### src/rtl/proc_io_pkg.sv
// Shared sizing helpers and limits for the processor I/O hub.
package proc_io_pkg;

  localparam int unsigned FDEPTH_MIN = 2;
  localparam int unsigned FDEPTH_MAX = 64;
  localparam int unsigned NCH_MIN    = 1;
  localparam int unsigned NCH_MAX    = 16;

  function automatic int unsigned clog2(input int unsigned v);
    int unsigned r;
    r = 0;
    for (int unsigned i = 0; i < 32; i++) begin
      if ((64'd1 << i) < 64'(v)) r = i + 1;
    end
    return r;
  endfunction

  // Channel index width; a single channel still gets a 1-bit address.
  function automatic int unsigned addr_width(input int unsigned n);
    return (clog2(n) < 1) ? 1 : clog2(n);
  endfunction

  localparam int unsigned AIW_DEF = addr_width(5);
  localparam int unsigned AOW_DEF = addr_width(6);

endpackage

### src/rtl/io_fifo.sv
// Register-based output FIFO; head word is always visible on dout.
module io_fifo
  import proc_io_pkg::*;
#(
  parameter int unsigned NBITS  = 32,
  parameter int unsigned FDEPTH = 4
) (
  input  logic             clk,
  input  logic             rst,
  input  logic             push,
  input  logic [NBITS-1:0] din,
  input  logic             rdy,
  output logic [NBITS-1:0] dout,
  output logic             full,
  output logic             empty
);

  localparam int unsigned PW = clog2(FDEPTH);
  localparam int unsigned CW = PW + 1;

  logic [NBITS-1:0] mem [FDEPTH];
  logic [PW-1:0]    wp;
  logic [PW-1:0]    rp;
  logic [CW-1:0]    cnt;
  logic             do_push;
  logic             do_pop;

  assign full    = (cnt == CW'(FDEPTH));
  assign empty   = (cnt == '0);
  assign do_push = push & ~full;
  assign do_pop  = rdy & ~empty;
  assign dout    = mem[rp];

  always_ff @(posedge clk) begin
    if (do_push) mem[wp] <= din;
  end

  // Pointers wrap naturally since FDEPTH is a power of two.
  always_ff @(posedge clk or posedge rst) begin
    if (rst) begin
      wp  <= '0;
      rp  <= '0;
      cnt <= '0;
    end else begin
      if (do_push) wp <= wp + 1'b1;
      if (do_pop)  rp <= rp + 1'b1;
      case ({do_push, do_pop})
        2'b10:   cnt <= cnt + 1'b1;
        2'b01:   cnt <= cnt - 1'b1;
        default: cnt <= cnt;
      endcase
    end
  end

endmodule

### src/rtl/proc_io_hub.sv
// Processor-side I/O hub: stalling reads from valid-flagged input words,
// buffered writes into per-channel output FIFOs.
module proc_io_hub
  import proc_io_pkg::*;
#(
  parameter int unsigned NBITS  = 32,
  parameter int unsigned NUIOIN = 5,
  parameter int unsigned NUIOOU = 6,
  parameter int unsigned FDEPTH = 4,
  localparam int unsigned AIW   = addr_width(NUIOIN),
  localparam int unsigned AOW   = addr_width(NUIOOU)
) (
  input  logic                     clk,
  input  logic                     rst,
  input  logic                     proc_req_in,
  input  logic [AIW-1:0]           addr_in,
  output logic [NBITS-1:0]         proc_din,
  input  logic                     proc_out_en,
  input  logic [AOW-1:0]           addr_out,
  input  logic [NBITS-1:0]         proc_dout,
  output logic                     stall,
  input  logic [NUIOIN*NBITS-1:0]  io_in,
  input  logic [NUIOIN-1:0]        in_vld,
  output logic [NUIOIN-1:0]        req_in,
  output logic [NUIOOU*NBITS-1:0]  io_out,
  output logic [NUIOOU-1:0]        out_en,
  input  logic [NUIOOU-1:0]        out_rdy,
  output logic                     err_addr
);

  localparam logic [AIW:0] NIN_L = (AIW + 1)'(NUIOIN);
  localparam logic [AOW:0] NOU_L = (AOW + 1)'(NUIOOU);

  logic              in_ok;
  logic              out_ok;
  logic              sel_vld;
  logic              sel_full;
  logic [NBITS-1:0]  sel_word;
  logic              rd_stall;
  logic              wr_stall;
  logic              rd_acc;
  logic              wr_acc;
  logic              err_hit;
  logic [NUIOOU-1:0] full;
  logic [NUIOOU-1:0] empty;
  logic [NUIOOU-1:0] push;

  assign in_ok  = ({1'b0, addr_in}  < NIN_L);
  assign out_ok = ({1'b0, addr_out} < NOU_L);

  // Out-of-range addresses match no channel, so their selections stay 0.
  always_comb begin
    sel_vld  = 1'b0;
    sel_word = '0;
    for (int unsigned i = 0; i < NUIOIN; i++) begin
      if (addr_in == AIW'(i)) begin
        sel_vld  = in_vld[i];
        sel_word = io_in[i*NBITS +: NBITS];
      end
    end
  end

  always_comb begin
    sel_full = 1'b0;
    for (int unsigned i = 0; i < NUIOOU; i++) begin
      if (addr_out == AOW'(i)) sel_full = full[i];
    end
  end

  assign rd_stall = proc_req_in & in_ok & ~sel_vld;
  assign wr_stall = proc_out_en & out_ok & sel_full;
  assign stall    = rd_stall | wr_stall;
  assign rd_acc   = proc_req_in & in_ok & sel_vld & ~stall & ~rst;
  assign wr_acc   = proc_out_en & out_ok & ~stall & ~rst;
  assign err_hit  = (proc_req_in & ~in_ok) | (proc_out_en & ~out_ok);

  always_comb begin
    req_in = '0;
    push   = '0;
    for (int unsigned i = 0; i < NUIOIN; i++) begin
      if (rd_acc && addr_in == AIW'(i)) req_in[i] = 1'b1;
    end
    for (int unsigned i = 0; i < NUIOOU; i++) begin
      if (wr_acc && addr_out == AOW'(i)) push[i] = 1'b1;
    end
  end

  always_ff @(posedge clk or posedge rst) begin
    if (rst) begin
      proc_din <= '0;
      err_addr <= 1'b0;
    end else begin
      if (rd_acc)  proc_din <= sel_word;
      if (err_hit) err_addr <= 1'b1;
    end
  end

  for (genvar g = 0; g < NUIOOU; g++) begin : g_ch
    io_fifo #(
      .NBITS  (NBITS),
      .FDEPTH (FDEPTH)
    ) u_fifo (
      .clk   (clk),
      .rst   (rst),
      .push  (push[g]),
      .din   (proc_dout),
      .rdy   (out_rdy[g]),
      .dout  (io_out[g*NBITS +: NBITS]),
      .full  (full[g]),
      .empty (empty[g])
    );
  end

  assign out_en = ~empty;

endmodule

### config.mk
export PLATFORM = sky130hd
export DESIGN_NAME = proc_io_hub
export DESIGN_NICKNAME = d
export VERILOG_FILES = /design/src/rtl/proc_io_pkg.sv /design/src/rtl/io_fifo.sv /design/src/rtl/proc_io_hub.sv
export SDC_FILE = /design/constraint.sdc
export NUM_CORES = 1
export LEC_CHECK = 0
export CORE_MARGIN = 2
export CORE_UTILIZATION = 45
export CTS_CLUSTER_SIZE = 40
export DETAILED_ROUTE_END_ITERATION = 8
export MAX_ROUTING_LAYER = met4
export PLACE_DENSITY = 0.68
export SETUP_SLACK_MARGIN = 0.15
export SYNTH_ARGS = -nofsm -noshare
export SYNTH_HDL_FRONTEND = slang
export SYNTH_HIERARCHICAL = 1
export SYNTH_SLANG_ARGS = --single-unit
### constraint.sdc
create_clock -name clk -period 4.2 [get_ports clk]
set_input_delay 0.84 -clock clk [delete_from_list [all_inputs] [get_ports clk]]
set_output_delay 0.84 -clock clk [all_outputs]
set_load 0.02 [all_outputs]
==> run_results.csv <==
group,metric,value,unit
clock_tree,path_clk_slew,0.06,ns
die,fp.dieH,277,um
setup_path,cp_max_fo,7,
timing,final.setup_skew,0.0207,ns
power,powerDensity,609,nW/um^2
setup_path,cp-start-kind,"input pin",
clock_tree,cts_max_path_buffers,3,
clock_tree,clock-sinks,843,
synthesis,yosys-top-cells-area,"edfxtp_1 69%, mux4_2 11%, dfrtp_1 5.6%",
setup_path,endpoint_kind,"output port",
synthesis,synth_warnings,6,
global_routing,antenna_found_initial,1,
setup_path,r2r_start,"g_ch[4].u_fifo/cnt[0]",
clock_tree,numCtsBuffers,82,
power,p_seq_share,40.2,%
setup_path,path_class,"in2out",
synthesis,syn_area,33500,sq um
place,portBuffers,449,
global_routing,grt_pass1_wl,113000,um
timing,setup_viol,0,
synthesis,synth_edf_count,768,
clock_tree,cts_root_buffer,"clkbuf_16",
timing,final_max_slew_viol_count,0,
timing,rsz0062_at_grt,"yes",
timing,worstMarginPinSlew,1.06,ns
die,die-area,76500,sq um
power,combPwrFrac,31.9,%
status,status,"completed",
synthesis,synthTopCellsByCount,"768 x edfxtp_1, 168 x mux4_2, 75 x dfrtp_1",
die,num_rows,99,
global_routing,grt_pass1_vias,17400,
synthesis,netlist_instances,1512,
clock_tree,postCtsHoldBufs,0,
detailed_routing,routed_wirelength,76000,um
setup_path,critical_path_arrival,3.13,ns
power,p_int,17.8,mW
clock_tree,cts_tree,"yes",
detailed_routing,drtIter0Drc,1145,
synthesis,avgSynthCellArea,22.1,sq um
global_routing,grt_max_degree,58,
timing,fin_crit_sh,94.5,%
detailed_routing,antenna_left,0,
synthesis,synth_flop_cell,"edfxtp_1",
synthesis,syn_nets,1761,
setup_path,critPathRequiredTime,3.36,ns
detailed_routing,vias_per_cell,5.39,
die,core-area,73300,sq um
setup_path,cp.buffers_inverters,2,
hold_path,worstHoldPathType,"reg2reg",
power,p_leak,14.3,nW
setup_path,reg2reg_slack,0.94,ns
final_layout,drive_gt1_share,20.6,%
setup_path,slowest_delay,0.64,ns
die,die_w,277,um
setup_path,cpMaxStageDelayCell,"clkdlybuf4s50_1",
setup_path,startpoint,"addr_out[0]",
final_layout,postLayoutCoreUtil,57.2,%
global_routing,track_usage,20.5,%
detailed_routing,routed-via-count,16500,
synthesis,ys_seq_area_share,74.5,%
timing,relSlewSlack,29.1,%
power,clkPwrFrac,27.9,%
final_layout,area_delta_synth_final,25.3,%
detailed_routing,wl_per_cell,24.8,um
clock_tree,cts.htree.levels,3,
timing,fmax,252,MHz
place,dp.final_hpwl,53000,um
power,power.switching,7.77,mW
power,vdd_ir_drop_max,330,uV
detailed_routing,dr.pass1.iters,5,
hold_path,worstHoldStart,"g_ch[5].u_fifo/rp[1]",
synthesis,yosys.cell_types.count,47,
die,pin_count,450,
timing,period_minus_slack,3.97,ns
die,initial_core_util,45.6,%
final_layout,nNetsFinal,2291,
setup_path,crit_family,"buffers and inverters",
synthesis,synth-async-reset-ratio,8.90,%
synthesis,yosysMostFrequentCell,"edfxtp_1",
power,switching_share,30.4,%
global_routing,grt_overflow_total,0,
timing,hold_viol,0,
synthesis,synth.largest_area_cell,"edfxtp_1",
setup_path,crit_chain,"clkdlybuf4s50_1 > mux2i_1 > o22ai_1 > or2_2 > or2_2 > clkdlybuf4s50_1",
place,gp_congestion,0.858,
synthesis,synth.top_cell.area_share,68.9,%
clock_tree,clk_latency,0.63,ns
detailed_routing,drc,0,
timing,tns,0,ns
run,cap_violations,0,
synthesis,yosys_register_bits,843,
-- power groups by stage --
| stage | combinational, mW | clock (mW) | sequential, mW |
|---|---|---|---|
| CTS | 8.34 | 7.29 | 10.3 |
| detailed placement | 8.31 | 0 | 10.5 |
| global placement | 8.22 | 0 | 10.4 |
| finish | 8.15 | 7.12 | 10.3 |
| global route | 8.60 | 7.62 | 10.4 |
| floorplan | 5.24 | 0 | 10.1 |
-- timing repair --
action                                  CTS  global route
buffers inserted                          0             3
resized for setup                         5             2
endpoints found under the setup margin    6             2
pin swaps                                 0             2
-- registers in the layout, summed over array words and instances, names as in the netlist --
register	flops
g_ch.u_fifo/mem	768
proc_din	32
g_ch.u_fifo/cnt	18
g_ch.u_fifo/rp	12
g_ch.u_fifo/wp	12
err_addr	1
-- routing by layer --
metal	vias to the layer above	wire (um)	track usage (%)
li1	7276	-	-
met1	8622	28400	23.4
met2	555	41300	36.4
met3	84	4430	4.02
met4	0	1910	6.42
met5	-	0	-
-- logic make-up after synthesis --
kind of cell	count (synthesis)	share of synthesized area, %
compound gates	77	1.74
buf+inv	128	2.61
simple gates	88	1.76
flops	843	74.5
mux	304	16.9
xor+xnor	36	0.942
fa+ha+maj	36	1.48
-- area by class of cell --
class | instances | area (sq um)
clock buffer | 96 | 2100
fill | 5359 | 31400
tap | 959 | 1200
clock inverter | 53 | 503
sequential | 843 | 24900
antenna | 1 | 2.50
timing repair buffer | 524 | 5320
multi-input combinational | 541 | 7660
inverter | 50 | 188
-- layout by cell type, fill, tap and decap left out, types with 7 or more instances in the layout --
master	n
dfrtp_2	7
inv_1	50
clkdlybuf4s50_1	442
xnor2_1	18
ha_1	30
nor3_1	12
and2_1	19
nor2b_2	7
mux2i_1	73
nor2_1	8
o22ai_1	33
clkbuf_1	14
clkinv_2	18
buf_4	54
dfrtp_1	68
mux4_1	24
mux2_4	20
mux2_2	14
bufinv_16	7
a2bb2oi_1	32
mux4_2	168
clkbuf_16	82
clkinv_1	13
buf_12	22
edfxtp_1	768
nand2_1	10
xor2_1	18
-- path summary, 6_finish.rpt --
check | end | cells after the start
setup reg to reg | g_ch[2].u_fifo/cnt[2] | 14
hold reg to reg | g_ch[5].u_fifo/rp[1] | 1
max in group asynchronous | proc_din[26] | 4
min in group asynchronous | g_ch[1].u_fifo/cnt[1] | 3
setup / recovery | stall | 6
hold / removal | g_ch[5].u_fifo/rp[1] | 1
-- through the flow --
| step | worst slack [ns] | hold slack, ns | instance area, sq um | power (mW) | instances |
|---|---|---|---|---|---|
| 2_1_floorplan | 0.588 | 0.476 | 33500 | 15.3 | 1512 |
| 6_report | 0.233 | 0.475 | 41900 | 25.6 | 3067 |
| 3_5_place_dp | 0.00633 | 0.469 | 39300 | 18.8 | 2914 |
| 4_1_cts | 0.112 | 0.479 | 41900 | 25.9 | 3063 |
| 5_1_grt | 0.147 | 0.525 | 41900 | 26.6 | 3067 |
| 3_3_place_gp | 0.0538 | 0.465 | 39300 | 18.7 | 2914 |
(Power assumes the default switching activity.)
